$ cat config.mk
export PLATFORM = sky130hd
export DESIGN_NAME = rns_compare_9_8_7
export DESIGN_NICKNAME = d
export VERILOG_FILES = /design/src/rtl/rns_compare_9_8_7.sv
export SDC_FILE = /design/constraint.sdc
export NUM_CORES = 1
export LEC_CHECK = 0
export BUFFER_PORTS_ARGS = -buffer_cell sky130_fd_sc_hd__buf_4
export CAP_MARGIN = 20
export CORE_MARGIN = 1
export CORE_UTILIZATION = 30
export DETAILED_ROUTE_END_ITERATION = 6
export SYNTH_ARGS = -nofsm -noshare
export SYNTH_HDL_FRONTEND = slang
export SYNTH_SLANG_ARGS = --single-unit
$ cat constraint.sdc
create_clock -name clk -period 1.23 [get_ports clk]
set_input_delay 0.0615 -clock clk [delete_from_list [all_inputs] [get_ports clk]]
set_output_delay 0.0615 -clock clk [all_outputs]
set_load 0.1 [all_outputs]
$ cat src/rtl/rns_compare_9_8_7.sv
// ============================================================================
// Module   : rns_compare_9_8_7
// Brief    : Registered magnitude comparator for RNS operands, moduli {9,8,7}.
//            Optional macro RNS_CMP_RANGE_CHECK_EN adds a range_err output.
// Revision : 1.0 - initial release
// ============================================================================
`default_nettype none

module rns_compare_9_8_7 (
    input  logic       clk,
    input  logic       rst_n,
    input  logic       in_valid,
    input  logic [3:0] x1,
    input  logic [2:0] x2,
    input  logic [2:0] x3,
    input  logic [3:0] y1,
    input  logic [2:0] y2,
    input  logic [2:0] y3,
    output logic       le,
    output logic       eq,
    output logic       gr,
`ifdef RNS_CMP_RANGE_CHECK_EN
    output logic       range_err,
`endif
    output logic       out_valid
);

    // Returns {a3, a2, a1}; fixed field widths make a plain unsigned compare
    // of the packed result identical to the lexicographic digit compare.
    function automatic logic [9:0] mixed_radix(input logic [3:0] r9,
                                               input logic [2:0] r8,
                                               input logic [2:0] r7);
        logic [3:0] a1;
        logic [2:0] a2;
        logic [2:0] a3;
        logic [2:0] r7n;
        logic [2:0] a1m7;
        logic [2:0] d;
        logic [2:0] e;
        logic [2:0] a2m7;
        a1   = (r9 > 4'd8) ? (r9 - 4'd9) : r9;
        r7n  = (r7 == 3'd7) ? 3'd0 : r7;
        a2   = r8 - a1[2:0];
        a1m7 = (a1 >= 4'd7) ? (a1[2:0] - 3'd7) : a1[2:0];
        d    = (r7n >= a1m7) ? (r7n - a1m7) : (r7n + 3'd7 - a1m7);
        // 4*d mod 7
        case (d)
            3'd0:    e = 3'd0;
            3'd1:    e = 3'd4;
            3'd2:    e = 3'd1;
            3'd3:    e = 3'd5;
            3'd4:    e = 3'd2;
            3'd5:    e = 3'd6;
            default: e = 3'd3;
        endcase
        a2m7 = (a2 == 3'd7) ? 3'd0 : a2;
        a3   = (e >= a2m7) ? (e - a2m7) : (e + 3'd7 - a2m7);
        return {a3, a2, a1};
    endfunction

    logic [9:0] w_x;
    logic [9:0] w_y;
    logic       w_lt;
    logic       w_eq;
    logic       w_gt;

    logic       r_le;
    logic       r_eq;
    logic       r_gr;
    logic       r_out_valid;

    assign w_x  = mixed_radix(x1, x2, x3);
    assign w_y  = mixed_radix(y1, y2, y3);
    assign w_lt = (w_x < w_y);
    assign w_eq = (w_x == w_y);
    assign w_gt = (w_x > w_y);

`ifdef RNS_CMP_RANGE_CHECK_EN
    logic w_range_err;
    logic r_range_err;

    assign w_range_err = (x1 > 4'd8) | (y1 > 4'd8) | (x3 == 3'd7) | (y3 == 3'd7);

    always_ff @(posedge clk or negedge rst_n) begin
        if (!rst_n) begin
            r_range_err <= 1'b0;
        end else if (in_valid) begin
            r_range_err <= w_range_err;
        end
    end

    assign range_err = r_range_err;
`endif

    always_ff @(posedge clk or negedge rst_n) begin
        if (!rst_n) begin
            r_le        <= 1'b0;
            r_eq        <= 1'b0;
            r_gr        <= 1'b0;
            r_out_valid <= 1'b0;
        end else begin
            r_out_valid <= in_valid;
            if (in_valid) begin
`ifdef RNS_CMP_RANGE_CHECK_EN
                if (w_range_err) begin
                    r_le <= 1'b0;
                    r_eq <= 1'b0;
                    r_gr <= 1'b0;
                end else begin
                    r_le <= w_lt;
                    r_eq <= w_eq;
                    r_gr <= w_gt;
                end
`else
                r_le <= w_lt;
                r_eq <= w_eq;
                r_gr <= w_gt;
`endif
            end
        end
    end

    assign le        = r_le;
    assign eq        = r_eq;
    assign gr        = r_gr;
    assign out_valid = r_out_valid;

endmodule

`default_nettype wire

Word level (Yosys, flattened, before mapping)
Index checks and enable logic that the tools add are counted.
Storage, ports and cells
  bits in registers: 4
  input port bits: 23
  output and inout bits: 4
  word-level logic and storage cells: 63
Operators by class
  $add $sub $neg: 18
  eq/ne operators: 15
  reductions and logical operators: 2
  multiplexer cells: 14
  $lt $le $gt $ge: 10
Operator list (count)
  case mux 3 bit (6 select lines): 2
  2-to-1 mux 3 bit: 10
  subtractor 3 bit: 10
  equality test 3 bit, second input constant: 8
  adder 3 bit, second input constant: 4
  equality test 3 x 2 -> 1 bit, second input constant: 4
  greater-or-equal comparator 3 bit: 4
  equality test 10 bit: 1
  > comparator 10 bit: 1
  < comparator 10 bit: 1
  greater-or-equal comparator 4 x 3 -> 1 bit, second input constant: 2
  > comparator 4 bit, second input constant: 2
  2-to-1 mux 4 bit: 2
  subtractor 4 bit, second input constant: 2
  equality test 3 x 1 -> 1 bit, second input constant: 2
  logical NOT 3 bit: 2
  subtractor 3 bit, second input constant: 2

Depth between registers and ports, before layout
Gate-level depths: netlist of run 1.
  depth in word-level cells: 12
  depth in mapped cells: 27
  depth with buffers taken out: 27

Worst setup path after synthesis of run 1
OpenSTA, ideal clock, no wires.
  kind: input -> register
  start point: in y1[0]
  end point: reg r_le, in the netlist le
  cell stages on the path: 24
  arrival: 4.838 ns
  library setup time: 0.125 ns
  buffers on the path: 0
  required time: 1.105 ns
  path slack: -3.734 ns
  cells stage by stage: inv_1 -> ha_1 -> inv_1 -> o21ai_0 -> xnor2_1 -> inv_1 -> ha_1 -> a21oi_1 -> mux2_2 -> fa_1 -> nand4b_1 -> o41ai_2 -> a311oi_4 -> inv_1 -> ha_1 -> a21o_1 -> a21o_1 -> a21oi_1 -> xnor2_1 -> ha_1 -> nand4_1 -> nor3_1 -> nor4_1 -> mux2_2
On the way
  longest elaborated chain between the ends: 12
  elaborated cells on any way between the ends: 26
  those cells by class: 8 x add/sub; 5 x order compare; 6 x eq/ne; 6 x mux; 1 x reduce/logical
Ends and longest elaborated chain
  from (decl): RTL line 16  | input logic [3:0] y1,
  subtractor 4 bit or > comparator 4 bit (tied branches): RTL line 41  | a1 = (r9 > 4'd8) ? (r9 - 4'd9) : r9;
  2-to-1 mux 4 bit (*): RTL line 41
  greater-or-equal comparator 4 x 3 -> 1 bit or subtractor 3 bit (tied branches): RTL line 44  | a1m7 = (a1 >= 4'd7) ? (a1[2:0] - 3'd7) : a1[2:0];
  2-to-1 mux 3 bit: RTL line 44
  subtractor 3 bit or greater-or-equal comparator 3 bit (tied branches): RTL line 45  | d = (r7n >= a1m7) ? (r7n - a1m7) : (r7n + 3'd7 - a1m7);
  2-to-1 mux 3 bit: RTL line 45
  equality test 3 bit, or another cell as far along: RTL line 47  | case (d)
  case mux 3 bit (6 select lines): RTL line 47
  adder 3 bit: RTL line 57  | a3 = (e >= a2m7) ? (e - a2m7) : (e + 3'd7 - a2m7);
  subtractor 3 bit: RTL line 57
  2-to-1 mux 3 bit: RTL line 57
  < comparator 10 bit (*): RTL line 74  | assign w_lt = (w_x < w_y);
  to (signal assigned): RTL line 115  | r_le <= w_lt;
  to (decl): RTL line 67  | logic r_le;
Mark *: on every way between the ends. The rest lies on a longest branch, timed or not.
A chain may end at the register's enable or synchronous reset.

Worst setup path in the final report of run 1
Ends and elaborated chain as after synthesis.

==> results of run 1 <==
-- state kept, by name, summed over array words and instances, names as in the netlist --
| signal | count |
|---|---|
| le | 1 |
| out_valid | 1 |
| eq | 1 |
| gr | 1 |
-- how the worst max path moves through the flow --
stage / slack [ns] / to / cells past startpoint
final: -3.23 / le$_DFFE_PN0P_ / 26
after global routing: -3.52 / le$_DFFE_PN0P_ / 26
after CTS: -3.24 / le$_DFFE_PN0P_ / 25
after detailed placement: -3.65 / le$_DFFE_PN0P_ / 23
after global placement: -3.53 / le$_DFFE_PN0P_ / 23
after floorplan: -3.19 / le$_DFFE_PN0P_ / 22
-- placed cells by master (no fill, tap or decap), types with 3 or more instances in the layout --
cell type	n
a21o_1	6
a21oi_1	7
and2_1	3
buf_4	82
clkbuf_8	3
dfrtp_1	4
fa_1	9
ha_1	27
ha_4	4
inv_1	37
inv_2	5
mux2i_1	5
nand2_1	13
nand2b_1	3
nor2_1	7
nor2b_1	3
o21ai_0	8
xnor2_1	10
-- cells by family after synthesis --
logic type,share of synthesized area
adders and majority gates,0.377
DFF,0.0615
xor gates and xnor gates,0.0753
muxes,0.0576
buffers and inverters,0.101
and+or+nand+nor,0.123
AOI/OAI and AO/OA,0.204
-- cells in the mapped netlist (2+ instances only) --
cell type  count  area [µm²]
a21boi_0       2        15.0
nand4_1        2        12.5
mux2i_1        6        60.1
xnor2_1       12         105
nor3b_1        2        15.0
inv_1         44         165
fa_1          10         200
and2_1         3        18.8
nor2b_1        3        18.8
nor3_1         2        10.0
ha_1          33         413
nor2_1         7        26.3
a21o_1         6        45.0
a211oi_1       4        30.0
o22ai_1        2        12.5
a21oi_1       11        55.1
nand2b_1       3        18.8
dfrtp_1        4         100
mux2_2         3        33.8
nand2_1       13        48.8
o21ai_0       13        65.1
xor2_1         2        17.5
nand3_1        2        10.0
-- where the power goes --
part           internal (mW)  leakage, nW  switching [mW]
combinational           2.11         1.27            2.04
clock                  0.208       0.0216          0.0605
sequential             0.179       0.0492          0.0182
-- final cells by class --
type,count,area (µm²),area share
repair buffers,85,657,0.250
multi-input cells,154,1560,0.593
inverters,44,184,0.0699
clock buffers,3,41.3,0.0157
well taps,70,87.6,0.0333
flip-flops and latches,4,100,0.0381
-- timing repair --
action	4_1_cts	5_1_grt
endpoints found under the hold margin	4	0
gates resized for setup	17	0
hold buffers	1	0
pin swaps	9	0
buffers inserted	4	0
setup endpoints to repair	3	3
-- layer usage --
layer	track usage	vias to the layer above	wire length (µm)
met4	0.0309	0	0
met1	0.166	738	1630
li1	-	855	-
met5	0	-	0
met3	0.00397	0	51
met2	0.241	18	1740
-- metrics by stage --
| step | setup WS, ns | power (mW) | util | hold WS (ns) |
|---|---|---|---|---|
| after detailed placement | -3.65 | 4.05 | 0.478 | -0.141 |
| after global routing | -3.52 | 5.10 | 0.508 | 0.00458 |
| after floorplan | -3.19 | 3.00 | - | -0.234 |
| final | -3.23 | 4.62 | 0.508 | 0.00861 |
| after CTS | -3.24 | 4.68 | 0.508 | 0.00447 |
| after global placement | -3.53 | 3.98 | 0.478 | -0.142 |
==> run metrics, run 1 <==
Final Wtd Congestion=0.738; R2R setup slack=0.48 ns; TNS Setup=-9.49 ns; fin crit share=3.63; fillers=about 500; number of remaining DRC errors=0; final setup fails=3; fin worst setup slack=-3.23 ns; initial antenna violation count=0; Post-Syn Nets=268; fin crit period=4.46 ns; RSZ-0062 raised after global routing=yes; Netlist cell types=36; dpl hpwl=3090 µm; Max clock buf depth=2; Synth Warn #=0; antenna-violating nets left=0; dpl cells=352; area grow syn2layout=61.6%; EDFF count, synth=0; slew margin rel.=0.684; Synth Flop Type=dfrtp_1; failing checks=negative setup slack; outcome=complete, but fails checks; total die area=5720 µm²; Port Buffers=26; DIE HEIGHT=75.7 µm; Boundary Pins=27; Cells after Synth=202; H-tree levels=1; R2R cell count=1; drt via density=4.48; register bit count reported by yosys=4; DR iter-0 viols=13; Largest stage delay, worst path=0.47 ns; slowest CP cell=fa_1; drt first pass iters=4; CTS buffer count=3; Worst-Margin Slew=0.472 ns; Hold Fails Final Rpt=0; Startpoint Class=input pin; Post-Layout Inst Area=2630 µm²; required time of the critical path=around 1.3 ns; WHS Endpoint=out_valid$_DFF_PN0_; hold depth=1; global-route wire length before repair=5870 µm; WL/cell=9.50 µm; MaxCap Viol Count=0; Post-Syn Area per Cell=8.06 µm²; Core Area=5170 µm²; CP startpoint=y1[0]; PwrDens=1760 nW/µm²; GRT Resource Usage Total=0.130; Cell Count, Final, Fillers Out=360; Die W=roughly 76 µm; initial core utilization=0.315; ant diodes=0; sequential fraction of the synthesis area=0.0615; CP bufs+invs=5; CP arrival=4.56 ns; Max Clock Skew=0 ns; Final nets=358; CP endpoint kind=register; Top Family by Delay on Critical Path=compound AO/OA/AOI/OAI gates; routed wire length=approximately 3400 µm; layout cells sized above 1=0.431; Cell Rows=26; synthesized area=1630 µm²; vias in the first global route=1,509; largest net degree at the start of global routing=6; Lkg Pwr=between 1 and 1.5 nW; gr ovfl total=0; placed inst area=~2500 µm²; vias=1,611; CTS clock-pin slew for the worst setup and hold paths=0.03 ns; Worst Path Max Fanout=4; max-slew violation count=0; Worst-Skew Late Latency=0.21 ns; Num Clock Sinks=4; CTS tree=built; Root Buffer=clkbuf_8; Synth async-reset ratio=1.00; Worst R2R End=le$_DFFE_PN0P_; VDD IR max=1.08 mV; worst r2r src=le$_DFFE_PN0P_; Hold Crit Class=input pin to register; WS Path Type=input pin to register; Max Fclk=between 200 and 250 MHz; hold path start=in_valid
Note: power is estimated with default switching activity, not from simulation.
==> run 2, diff against run 1 <==
- ABC_AREA: not set -> 1
==> run 2 against run 1 <==
- the flow still finishes with violations (negative setup slack)
- first-iteration DRC count up 15%
- via count up 9.8%
- maximum frequency up 16%
- clock power about the same
- setup slack better by 0.62 ns
- core utilization grew 1.9 points
- cell count increased by 14%
- non-clock buffer count grew 2
- sequential power hardly changed
- critical endpoint is now gr$_DFFE_PN0P_
- largest cell class unchanged
==> run metrics, run 2 <==
antenna-violating nets left=0 (unchanged); TNS Setup=-7.75 ns (was -9.49 ns); H-tree levels=1 (unchanged); Post-Syn Nets=314 (was 268); CP endpoint kind=register (unchanged); Final nets=405 (was 358); CP startpoint=y1[1] (was y1[0]); GRT Resource Usage Total=0.130 (about the same); CTS clock-pin slew for the worst setup and hold paths=0.03 ns (about the same); Power Total=5.89 mW (was 4.62 mW); VDD IR max=1.41 mV (was 1.08 mV); Final Hold Slack=0.182 ns (was 0.00861 ns); fin worst setup slack=-2.61 ns (was -3.23 ns); slowest CP cell=fa_2 (was fa_1); fillers=531 (was 499); number of remaining DRC errors=0 (unchanged); Worst-Skew Late Latency=0.21 ns (about the same); PwrDens=2020 nW/µm² (was 1760 nW/µm²); Boundary Pins=27 (unchanged); failing checks=negative setup slack (unchanged); Final Util=0.527 (was 0.508); worst r2r src=eq$_DFFE_PN0P_ (was le$_DFFE_PN0P_); Max clock buf depth=2 (unchanged); Cells after Synth=248 (was 202); count leader, synth=nand2_1 (was inv_1); Startpoint Class=input pin (unchanged); layout cells sized above 1=0.501 (was 0.431); dpl hpwl=3290 µm (was 3090 µm); R2R cell count=2 (was 1); Hold Fails Final Rpt=0 (unchanged); WP depth=30 (was 26); synthesized area=1740 µm² (was 1630 µm²); fin crit period=3.84 ns (was 4.46 ns); Root Buffer=clkbuf_8 (unchanged); CP arrival=3.95 ns (was 4.56 ns); Worst-Margin Slew=0.284 ns (was 0.472 ns); vias in the first global route=1,716 (was 1,509); Cell Count, Final, Fillers Out=409 (was 360); MaxCap Viol Count=0 (unchanged); Num Clock Sinks=4 (unchanged); gr ovfl total=0 (unchanged); initial core utilization=0.314 (was 0.315); area grow syn2layout=68.0% (was 61.6%); register bit count reported by yosys=4 (unchanged); Post-Syn Area per Cell=7.01 µm² (was 8.06 µm²); ant diodes=0 (unchanged); Largest stage delay, worst path=0.53 ns (was 0.47 ns); slew margin rel.=0.810 (was 0.684); fin crit share=3.12 (was 3.63); global-route wire length before repair=6640 µm (was 5870 µm); drt first pass iters=4 (unchanged); RSZ-0062 raised after global routing=yes (unchanged); Die W=78.1 µm (was 75.7 µm); Seq. cell area=100 µm² (unchanged); Hold Crit Class=input pin to async pin (was input pin to register); R2R setup slack=0.58 ns (was 0.48 ns); dpl cells=395 (was 352); Final Wtd Congestion=0.824 (was 0.738); max-slew violation count=0 (unchanged); WS Path Type=input pin to register (unchanged); most frequent cells in the layout=80 x buf_4, 47 x nand2_1, 42 x inv_1 (was 82 x buf_4, 37 x inv_1, 27 x ha_1); area occupied by multi-input gates=1760 µm² (was 1560 µm²); outcome=complete, but fails checks (unchanged); Top Family by Delay on Critical Path=adder cells (was compound AO/OA/AOI/OAI gates); Synth Warn #=0 (unchanged); most common cell after layout, fill and taps aside=buf_4 (unchanged); Cell Rows=27 (was 26); most instantiated cells after synthesis=59 x nand2_1, 54 x inv_1, 33 x ha_1 (was 44 x inv_1, 33 x ha_1, 13 x nand2_1, 13 x o21ai_0, 12 x xnor2_1); post-synth top area share=0.237 (was 0.254); largest net degree at the start of global routing=7 (was 6); initial antenna violation count=0 (unchanged); Synth area leader=ha_1 (unchanged); total die area=6110 µm² (was 5720 µm²); Worst R2R End=eq$_DFFE_PN0P_ (was le$_DFFE_PN0P_); required time of the critical path=1.33 ns (was 1.32 ns); CP bufs+invs=6 (was 5); Max Clock Skew=0 ns (unchanged); vias=1,769 (was 1,611); Synth Flop Type=dfrtp_1 (unchanged); routed wire length=3900 µm (was 3420 µm); CTS buffer count=3 (unchanged); DIE HEIGHT=78.1 µm (was 75.7 µm); Core Area=5540 µm² (was 5170 µm²); drt via density=4.33 (was 4.48); Netlist cell types=25 (was 36); Lkg Pwr=1.50 nW (was 1.34 nW); sequential fraction of the synthesis area=0.0576 (was 0.0615); Port Buffers=26 (unchanged); top area cells in the synthesized netlist=ha_1 24%, nand2_1 13%, inv_1 12% (was ha_1 25%, fa_1 12%, inv_1 10%); Synth async-reset ratio=1.00 (unchanged); CTS tree=built (unchanged); WL/cell=9.53 µm (was 9.50 µm); Max Fclk=260 MHz (was 224 MHz); final setup fails=3 (unchanged); Worst Path Max Fanout=4 (unchanged); EDFF count, synth=0 (unchanged); CP Capture Point=gr$_DFFE_PN0P_ (was le$_DFFE_PN0P_); DR iter-0 viols=15 (was 13); most used cell, CP=nand2_2
[run 2: cell types whose count changed in the layout (fill, tap and decap cells not counted), moves of 5 or more]
cell     change
fa_1         -5
nand2_2     +11
nand3_1      +7
a21o_1       -5
inv_1        +5
fa_2         +5
nand2_1     +34
xnor2_1      -5
mux2i_1      -5
xor2_1       +5
ha_1         -8
ha_4         +5
xor2_2       +6
[run 2: what timing repair did]
action | CTS | global route
pin swaps | 20 | 37
resized for setup | 17 | 46
hold endpoints to repair | 5 | 0
cloned | 0 | 0
hold buffers | 2 | 0
setup buffers | 4 | 5
setup endpoints to repair | 3 | 3
[run 2: metrics by stage]
step / setup slack [ns] / cell area, µm²
2_1_floorplan: -2.69 / 1850
3_3_place_gp: -3.01 / 2500
3_5_place_dp: -3.07 / 2500
4_1_cts: -2.63 / 2650
5_1_grt: -2.87 / 2920
6_report: -2.61 / 2920
[run 2: area by class of cell]
| class | instances | area share |
|---|---|---|
| multi-input combinational | 187 | 0.603 |
| timing repair buffer | 87 | 0.234 |
| inverter | 56 | 0.0839 |
| sequential | 4 | 0.0343 |
| tap | 72 | 0.0308 |
| clock buffer | 3 | 0.0141 |
[run 2: power breakdown]
part | internal, mW | total (mW) | leakage (nW) | switching, mW
combinational | 2.52 | 5.42 | 1.43 | 2.90
clock | 0.208 | 0.270 | 0.0216 | 0.0618
sequential | 0.181 | 0.197 | 0.0486 | 0.0164
[run 2: worst min-delay path by stage]
stage | from | end | depth (start not counted)
after floorplan | rst_n | eq$_DFFE_PN0P_ | 0
after global placement | rst_n | out_valid$_DFF_PN0_ | 1
after detailed placement | rst_n | eq$_DFFE_PN0P_ | 1
after CTS | rst_n | eq$_DFFE_PN0P_ | 2
after global routing | rst_n | eq$_DFFE_PN0P_ | 2
final | rst_n | gr$_DFFE_PN0P_ | 2
[run 2: cells by family after synthesis]
logic type      Yosys count  synth area share
xor+xnor                 20             0.114
fa+ha+maj                43             0.353
compound gates           36             0.140
buf+inv                  57             0.124
flops                     4            0.0576
simple gates             88             0.212
[run 2: layer usage]
| layer | global-route usage | vias to the layer above | wire length [µm] |
|---|---|---|---|
| li1 | - | 959 | - |
| met1 | 0.158 | 788 | 1740 |
| met2 | 0.250 | 18 | 2070 |
| met3 | 0.00698 | 4 | 62 |
| met4 | 0.0278 | 0 | 25 |
| met5 | 0 | - | 0 |
